--- src/rtl/bounce_emulator_if.sv ---
// -----------------------------------------------------------------------------
// bounce_emulator_if
// Command handshake and status bundle for the contact-bounce emulator.
//
// Signals:
//   cmd_valid   request to drive bounce_out to cmd_level
//   cmd_level   target level of the request
//   cmd_ready   emulator idle; accept = cmd_valid & cmd_ready
//   bounce_out  emulated raw button line (registered)
//   busy        sequence in progress
//   settled     one-cycle pulse when a sequence completes
//
// Modports:
//   master  the requester (self-test sequencer / testbench)
//   slave   the emulator
// -----------------------------------------------------------------------------
interface bounce_emulator_if;
    logic cmd_valid;
    logic cmd_level;
    logic cmd_ready;
    logic bounce_out;
    logic busy;
    logic settled;

    modport master (
        output cmd_valid,
        output cmd_level,
        input  cmd_ready,
        input  bounce_out,
        input  busy,
        input  settled
    );

    modport slave (
        input  cmd_valid,
        input  cmd_level,
        output cmd_ready,
        output bounce_out,
        output busy,
        output settled
    );
endinterface

--- src/rtl/bounce_emulator.sv ---
// -----------------------------------------------------------------------------
// bounce_emulator
// Turns a clean level command into a contact-bounce waveform: an immediate
// edge to the target, an even number of pseudo-random away/back bounces,
// a clean settle period, then a one-cycle settled pulse.
//
// Ports:
//   clk       system clock
//   reset_n   asynchronous active-low reset
//   bif       bounce_emulator_if.slave (cmd_valid/cmd_level in,
//             cmd_ready/bounce_out/busy/settled out)
//
// Parameters:
//   TICK_DIV      clk cycles per tick (2..255)
//   BOUNCE_MAX    max away/back bounce pairs (0..15)
//   SETTLE_TICKS  ticks held at target before settled (1..255)
//   SEED          LFSR reset value (8'h00 is replaced by 8'h01)
//   IDLE_LEVEL    bounce_out after reset
//
// Build option:
//   BOUNCE_DETERMINISTIC_EN  when defined, the LFSR is bypassed: pairs is
//                            always BOUNCE_MAX and every segment is one tick.
//
// State | meaning
// ------+----------------------------------------------------------------
// IDLE  | waiting for a command, cmd_ready high
// BOUNCE| toggling bounce_out at segment ends until toggles_left is 0
// SETTLE| bounce_out held at target, counting down the settle ticks
// -----------------------------------------------------------------------------
module bounce_emulator #(
    parameter int unsigned TICK_DIV     = 5,
    parameter int unsigned BOUNCE_MAX   = 4,
    parameter int unsigned SETTLE_TICKS = 20,
    parameter logic [7:0]  SEED         = 8'hA5,
    parameter logic        IDLE_LEVEL   = 1'b0
) (
    input  logic              clk,
    input  logic              reset_n,
    bounce_emulator_if.slave  bif
);

    localparam logic [7:0] LFSR_INIT   = (SEED == 8'h00) ? 8'h01 : SEED;
    localparam logic [7:0] DIV_LAST    = 8'(TICK_DIV - 1);
    localparam logic [3:0] PAIRS_MAX   = 4'(BOUNCE_MAX);
    localparam logic [7:0] SETTLE_INIT = 8'(SETTLE_TICKS);

    typedef enum logic [1:0] {
        S_IDLE   = 2'd0,
        S_BOUNCE = 2'd1,
        S_SETTLE = 2'd2
    } state_t;

    state_t     r_state,  w_state_nxt;
    logic [7:0] r_lfsr;
    logic       w_lfsr_fb;
    logic [7:0] r_div;
    logic       w_tick;
    logic       w_accept;
    logic       r_bounce_out, w_bounce_nxt;
    logic       r_settled,    w_settled_nxt;
    logic [4:0] r_toggles,    w_toggles_nxt;
    logic [3:0] r_seg,        w_seg_nxt;
    logic [7:0] r_settle_cnt, w_settle_nxt;
    logic [3:0] w_pairs;
    logic [3:0] w_seg_load;

    // Fibonacci LFSR, taps 8,6,5,4; free-running so widths depend on
    // when the command arrives.
    assign w_lfsr_fb = r_lfsr[7] ^ r_lfsr[5] ^ r_lfsr[4] ^ r_lfsr[3];

    always_ff @(posedge clk or negedge reset_n) begin
        if (!reset_n) begin
            r_lfsr <= LFSR_INIT;
        end else begin
            r_lfsr <= {r_lfsr[6:0], w_lfsr_fb};
        end
    end

    assign w_accept = bif.cmd_valid && (r_state == S_IDLE);
    assign w_tick   = (r_div == DIV_LAST);

    // Clearing on accept puts the first tick TICK_DIV cycles after it.
    always_ff @(posedge clk or negedge reset_n) begin
        if (!reset_n) begin
            r_div <= 8'd0;
        end else if (w_accept || w_tick) begin
            r_div <= 8'd0;
        end else begin
            r_div <= r_div + 8'd1;
        end
    end

`ifdef BOUNCE_DETERMINISTIC_EN
    assign w_pairs    = PAIRS_MAX;
    assign w_seg_load = 4'd1;
`else
    assign w_pairs    = (r_lfsr[7:4] > PAIRS_MAX) ? PAIRS_MAX : r_lfsr[7:4];
    assign w_seg_load = {1'b0, r_lfsr[2:0]} + 4'd1;
`endif

    always_ff @(posedge clk or negedge reset_n) begin
        if (!reset_n) begin
            r_state      <= S_IDLE;
            r_bounce_out <= IDLE_LEVEL;
            r_settled    <= 1'b0;
            r_toggles    <= 5'd0;
            r_seg        <= 4'd0;
            r_settle_cnt <= 8'd0;
        end else begin
            r_state      <= w_state_nxt;
            r_bounce_out <= w_bounce_nxt;
            r_settled    <= w_settled_nxt;
            r_toggles    <= w_toggles_nxt;
            r_seg        <= w_seg_nxt;
            r_settle_cnt <= w_settle_nxt;
        end
    end

    always_comb begin
        w_state_nxt   = r_state;
        w_bounce_nxt  = r_bounce_out;
        w_settled_nxt = 1'b0;
        w_toggles_nxt = r_toggles;
        w_seg_nxt     = r_seg;
        w_settle_nxt  = r_settle_cnt;

        case (r_state)
            S_IDLE: begin
                if (bif.cmd_valid) begin
                    if (bif.cmd_level == r_bounce_out) begin
                        w_state_nxt  = S_SETTLE;
                        w_settle_nxt = SETTLE_INIT;
                    end else begin
                        w_bounce_nxt  = bif.cmd_level;
                        // Even toggle count lands back on the target level.
                        w_toggles_nxt = {w_pairs, 1'b0};
                        w_seg_nxt     = w_seg_load;
                        w_state_nxt   = S_BOUNCE;
                    end
                end
            end

            S_BOUNCE: begin
                if (w_tick) begin
                    if (r_seg == 4'd1) begin
                        if (r_toggles != 5'd0) begin
                            w_bounce_nxt  = ~r_bounce_out;
                            w_toggles_nxt = r_toggles - 5'd1;
                            w_seg_nxt     = w_seg_load;
                        end else begin
                            w_state_nxt  = S_SETTLE;
                            w_settle_nxt = SETTLE_INIT;
                        end
                    end else begin
                        w_seg_nxt = r_seg - 4'd1;
                    end
                end
            end

            S_SETTLE: begin
                if (w_tick) begin
                    if (r_settle_cnt == 8'd1) begin
                        w_settled_nxt = 1'b1;
                        w_settle_nxt  = 8'd0;
                        w_state_nxt   = S_IDLE;
                    end else begin
                        w_settle_nxt = r_settle_cnt - 8'd1;
                    end
                end
            end

            default: begin
                w_state_nxt = S_IDLE;
            end
        endcase
    end

    assign bif.bounce_out = r_bounce_out;
    assign bif.settled    = r_settled;
    assign bif.busy       = (r_state != S_IDLE);
    assign bif.cmd_ready  = (r_state == S_IDLE);

endmodule

--- src/flat_wrapper.sv ---
// flat-port wrapper written by rule: the top's interface ports become plain ports
module bounce_emulator_flat 
#(
    parameter int unsigned TICK_DIV     = 5,
    parameter int unsigned BOUNCE_MAX   = 4,
    parameter int unsigned SETTLE_TICKS = 20,
    parameter logic [7:0]  SEED         = 8'hA5,
    parameter logic        IDLE_LEVEL   = 1'b0
)
  (clk, reset_n, bif_cmd_valid, bif_cmd_level, bif_cmd_ready, bif_bounce_out, bif_busy, bif_settled);
  bounce_emulator_if bif_i ();
  input  logic clk;
  input  logic reset_n;
  input wire logic [$bits(bif_i.cmd_valid)-1:0] bif_cmd_valid;
  input wire logic [$bits(bif_i.cmd_level)-1:0] bif_cmd_level;
  output wire logic [$bits(bif_i.cmd_ready)-1:0] bif_cmd_ready;
  output wire logic [$bits(bif_i.bounce_out)-1:0] bif_bounce_out;
  output wire logic [$bits(bif_i.busy)-1:0] bif_busy;
  output wire logic [$bits(bif_i.settled)-1:0] bif_settled;
  assign bif_i.cmd_valid = bif_cmd_valid;
  assign bif_i.cmd_level = bif_cmd_level;
  assign bif_cmd_ready = bif_i.cmd_ready;
  assign bif_bounce_out = bif_i.bounce_out;
  assign bif_busy = bif_i.busy;
  assign bif_settled = bif_i.settled;
  bounce_emulator #(.TICK_DIV(TICK_DIV), .BOUNCE_MAX(BOUNCE_MAX), .SETTLE_TICKS(SETTLE_TICKS), .SEED(SEED), .IDLE_LEVEL(IDLE_LEVEL)) u_core (.clk(clk), .reset_n(reset_n), .bif(bif_i));
endmodule
--- config.mk ---
export PLATFORM = sky130hd
export DESIGN_NAME = bounce_emulator_flat
export DESIGN_NICKNAME = d
export VERILOG_FILES = /design/src/rtl/bounce_emulator_if.sv /design/src/rtl/bounce_emulator.sv /design/src/flat_wrapper.sv
export SDC_FILE = /design/constraint.sdc
export NUM_CORES = 1
export LEC_CHECK = 0
export CAP_MARGIN = 20
export CORE_MARGIN = 1
export CORE_UTILIZATION = 49
export DETAILED_ROUTE_END_ITERATION = 8
export PLACE_DENSITY_LB_ADDON = 0.1
export SYNTH_ARGS = -nofsm -noshare
export SYNTH_HDL_FRONTEND = slang
export SYNTH_SLANG_ARGS = --single-unit
--- constraint.sdc ---
create_clock -name clk -period 3.42 [get_ports clk]
set_input_delay 0.513 -clock clk [delete_from_list [all_inputs] [get_ports clk]]
set_output_delay 0.513 -clock clk [all_outputs]
set_load 0.05 [all_outputs]
Word-level counts from Yosys, hierarchy flattened
Index checks and enable logic that the tools add are counted.

word-level totals
  output and inout bits = 4
  register bits = 37
  input bits = 4

cells by class
  add/sub/neg operators = 5
  bitwise gates (word level) = 4
  equal/unequal tests = 16
  reductions and logical operators = 11
  mux-type cells = 39
  $lt $le $gt $ge = 1

operators by type and width
  operator                                                       count
  2-to-1 mux 8 bit                                               8
  2-to-1 mux 5 bit                                               5
  2-to-1 mux 4 bit                                               6
  case mux 8 bit (3 select lines)                                1
  2-to-1 mux 2 bit                                               7
  != test 2 x 1 -> 1 bit, second input constant                  6
  AND reduction 6 bit                                            2
  case mux 5 bit (2 select lines)                                1
  adder 8 x 1 -> 8 bit, second input constant                    1
  equality test 8 x 1 -> 1 bit, second input constant            1
  equality test 8 x 3 -> 1 bit, second input constant            1
  2-to-1 mux 1 bit                                               8
  case mux 4 bit (2 select lines)                                1
  subtractor 8 x 1 -> 8 bit, second input constant               1
  AND reduction 7 bit                                            1
  != test 2 bit, second input constant                           3
  case mux 2 bit (3 select lines)                                1
  AND reduction 5 bit                                            1
  nonzero test 5 bit                                             1
  subtractor 5 x 1 -> 5 bit, second input constant               1
  adder 3 x 1 -> 4 bit, second input constant                    1
  equality test 4 x 1 -> 1 bit, second input constant            1
  greater-than comparator 4 x 3 -> 1 bit, second input constant  1
  nonzero test 2 bit                                             2
  other kinds (12)                                               14

Longest topological paths before layout
  depth after elaboration = 5
  mapped depth = 8
  depth with buffers taken out = 6

Worst setup path after synthesis
No wires, ideal clock.

  kind = reg-to-reg
  start = register u_core.r_toggles[0]
  end = register u_core.r_settle_cnt[1]
  required time = 3292 ps
  stages on the path, launching flop included = 8
  library setup time = 128 ps
  setup slack = 1132 ps
  path buffers = 1
  data arrival time = 2160 ps
  clock period less this slack = 2288 ps
  cells stage by stage = dfrtp_1 > inv_1 > ha_1 > or4b_1 > clkbuf_1 > nor4_2 > o22a_2 > mux2_1

on the way
  longest elaborated chain between the ends = 3

RTL lines
  item                                  RTL line                source
  start, declared                       bounce_emulator.sv:61   logic [4:0] r_toggles, w_toggles_nxt;
  start signal, assigned                bounce_emulator.sv:113  r_toggles <= w_toggles_nxt;
  nonzero test 5 bit                    bounce_emulator.sv:146  if (r_toggles != 5'd0) begin
  != test 2 bit (no source line)        --
  AND reduction 7 bit (no source line)  --
  end signal, assigned                  bounce_emulator.sv:115  r_settle_cnt <= w_settle_nxt;
  end, declared                         bounce_emulator.sv:63   logic [7:0] r_settle_cnt, w_settle_nxt;

Every way passes these cells.
A chain may end at the register's enable or synchronous reset.

Worst setup path in the final report
Ends and elaborated chain as after synthesis.

==> impl_metrics.tcl <==
set metrics [dict create \
    ys_types 49 \
    pin_count 8 \
    timing.final.crit_share_pct 74.23 \
    antenna_cells 0 \
    crit_required_ps 3600 \
    hold_path.class "reg2reg" \
    rsz0062_at_grt "no" \
    setup_viol_count_final 0 \
    path_max_fanout 8 \
    die_width_um 65.28 \
    grt_overflow 0 \
    hpwl_um 2721 \
    multi_input_area_um2 935.9 \
    nFillCells 339 \
    r2r_slack_ps 880 \
    clk-insertion-delay-late_ps 290 \
    maxSlewHeadroom_pct 52.80 \
    power_uw 1900 \
    start_util_pct 52.41 \
    grt.total_usage_pct 20.99 \
    critPathKind "reg2reg" \
    swShare_pct 43.40 \
    fmax_mhz 393.9 \
    ir_worst_vdd_v 0.0004724 \
    root_buffer "clkbuf_8" \
    power_leakage_uw 0.0009458 \
    drt_first_pass_iters 4 \
    crit_path_top_delay_cell "or4b_1" \
    antenna_found_initial 0 \
    ys_ff_latch 37 \
    drtIter0Drc 85 \
    reg2reg_depth 6 \
    synth_area_leader_cell "dfrtp_1" \
    post_cts_resized 0 \
    maxCapViolCount 0 \
    avgSynthCellArea_um2 9.908 \
    dr_total_vias 1512 \
    synth_cells 198 \
    grt_pass1_wl_um 6789 \
    intPower_uw 1076 \
    rows 22 \
    pwr-share-clk_pct 17.8 \
    synth_ff_type "dfrtp_1" \
    regArea_um2 930.9 \
    reg2reg_to "u_core.r_settle_cnt[1]$_DFFE_PN0P_" \
    netlist_area_um2 1962 \
    clk_path_buf_depth 2 \
    p_seq_share_pct 36.8 \
    post-cts-setup-buffers 0 \
    synth.top_cell.area_share_pct 42.09 \
    endpoint "u_core.r_settle_cnt[1]$_DFFE_PN0P_" \
    status "complete, no violations" \
    ys_top_cells_by_count "dfrtp_1 (33), nor2_1 (22), inv_1 (16)" \
    yosys_warnings 0 \
    place.gp.congestion 0.8331 \
    path_cells "inv_1 -> ha_1 -> or4b_1 -> nor4_2 -> o22a_2 -> mux2_1" \
    timing.final.crit_period_ps 2539 \
    h-tree-depth 2 \
    ys_async_sr_fraction_pct 100.0 \
    finalSetupTns_ps 0 \
    dieArea_um2 4261 \
    worstHoldStart "u_core.r_lfsr[6]$_DFF_PN0_" \
    max_slew.worst_pin.slew_ps 708.0 \
    final_nets 218 \
    cts_tree "built" \
    synth-edff-count 0 \
    synthTopCellsByArea "dfrtp_1 (42%), dfstp_2 (5.4%), ha_1 (5.1%), nor2_1 (4.2%), inv_1 (3.1%)" \
    areaGrowthSynthToFinish_pct 10.40 \
    numClockSinks 37 \
    ys_seq_area_share_pct 47.45 \
    crit_start "u_core.r_toggles[0]$_DFFE_PN0P_" \
    cp-end-kind "register" \
    numCtsBuffers 5 \
    slew_violations 0 \
    synthesis.nets 210 \
    clk_pin_slew_ps 80 \
    r2r_start "u_core.r_toggles[0]$_DFFE_PN0P_" \
    wire_per_inst_um 15.20 \
    drive_above_1_share_pct 10.14 \
    grt_pass1_vias 1492 \
    via_per_inst 5.929 \
    p_comb_share_pct 45.5 \
    arrival_ps 2720 \
    die_h_um 65.28 \
    synth_most_common_cell "dfrtp_1" \
    power.density_nw_per_um2 877.5 \
    drc 0 \
    drtAntennaViolNets 0 \
    worstSetupStartpointType "register" \
    p_sw_uw 824.8 \
    core_region_area_um2 3744 \
    hold_buffers 0 \
    clock_skew_ps 8.597 \
    cpPeakStageDelay_ps 600 \
    io_buffers 7 \
    grt_max_degree 38 \
    final-hold-violation-count 0 \
    routed_wl_um 3875 \
]
[cell type report]
cell class | instances | share of cell area, %
tap | 48 | 2.773
multi-input combinational | 138 | 43.21
sequential | 37 | 42.98
timing repair buffer | 8 | 3.582
clock buffer | 7 | 4.448
clock inverter | 1 | 0.2311
inverter | 16 | 2.773
[through the flow]
| step | hold WS (ps) | utilization [%] | area [um2] | std cells | setup slack (ps) |
|---|---|---|---|---|---|
| after global placement | 364.9 | 55.15 | 2064 | 247 | 941.2 |
| after detailed placement | 371.0 | 55.15 | 2064 | 247 | 887.4 |
| after floorplan | 217.4 | - | 1962 | 198 | 1132 |
| after global routing | 395.1 | 57.85 | 2166 | 255 | 799.8 |
| after CTS | 387.4 | 57.85 | 2166 | 255 | 895.4 |
| final | 382.9 | 57.85 | 2166 | 255 | 881.4 |
[flip-flops by register name, indices dropped and copies added (netlist names)]
name and cells:
u_core.r_div 8, u_core.r_lfsr 8, u_core.r_state 2, u_core.bif.settled 1, u_core.r_toggles 5, u_core.r_seg 4, u_core.bif.bounce_out 1, u_core.r_settle_cnt 8
[placed cells by master, fill, tap and decap left out, types with 2 or more instances in the layout]
cell             instances
or3b_2                   3
a31oi_1                  7
o21ai_0                  9
nor2b_1                  2
nand2b_1                 4
dfstp_2                  4
xor2_1                   6
o221ai_1                 3
nor2_1                  22
nor3_1                   6
nand3_1                  9
or3b_1                   2
nor3b_1                  2
mux2i_1                  2
ha_1                     8
xnor2_1                  5
nand2_1                  3
clkdlybuf4s50_1          7
inv_1                   16
or4b_1                   2
a21oi_1                  9
clkbuf_8                 7
a2bb2oi_1                2
dfrtp_1                 33
nor4_1                   4
and3_1                   2
a41oi_1                  3
o22ai_1                  2
a22o_1                   2
[kinds of logic after synthesis]
group,count (synthesis),share of synthesized area [%]
and+or+nand+nor,67,19.07
xor gates and xnor gates,11,4.911
adders and majority gates,8,5.102
AOI/OAI and AO/OA,49,17.03
muxes,3,1.594
buffers and inverters,23,4.847
DFF,37,47.45
[power groups by stage]
stage          logic (uW)  clock network [uW]  registers [uW]
3_5_place_dp          857                   0             702
5_1_grt               968                 364             721
3_3_place_gp          822                   0             697
6_report              865                 337             698
4_1_cts               863                 345             696
2_1_floorplan         663                   0             689
[critical path, delay by kind of cell, from the launching register on]
kind | cells | cell delay, ps
simple gates | 2 | 1090
flops | 1 | 380
mux | 1 | 330
compound gates | 1 | 320
fa+ha+maj | 1 | 210
buf+inv | 1 | 90
[per-layer routing]
layer  GRT usage [%]  routed length (um)  vias up
met1           29.44                1917      727
met3           5.208                 163        8
li1                -                   -      727
met2           31.19                1736       50
met4           7.880                  58        0
met5               0                   0        -
[how the worst min path moves through the flow]
stage | endpoint | slack, ps | depth (start not counted)
2_1_floorplan | u_core.bif.bounce_out$_DFFE_PN0P_ | 220 | 0
3_5_place_dp | u_core.r_lfsr[7]$_DFF_PN1_ | 370 | 0
5_1_grt | u_core.r_lfsr[7]$_DFF_PN1_ | 400 | 0
3_3_place_gp | u_core.r_lfsr[7]$_DFF_PN1_ | 360 | 0
4_1_cts | u_core.r_lfsr[7]$_DFF_PN1_ | 390 | 0
6_report | u_core.r_lfsr[7]$_DFF_PN1_ | 380 | 0
(Power assumes the default switching activity.)
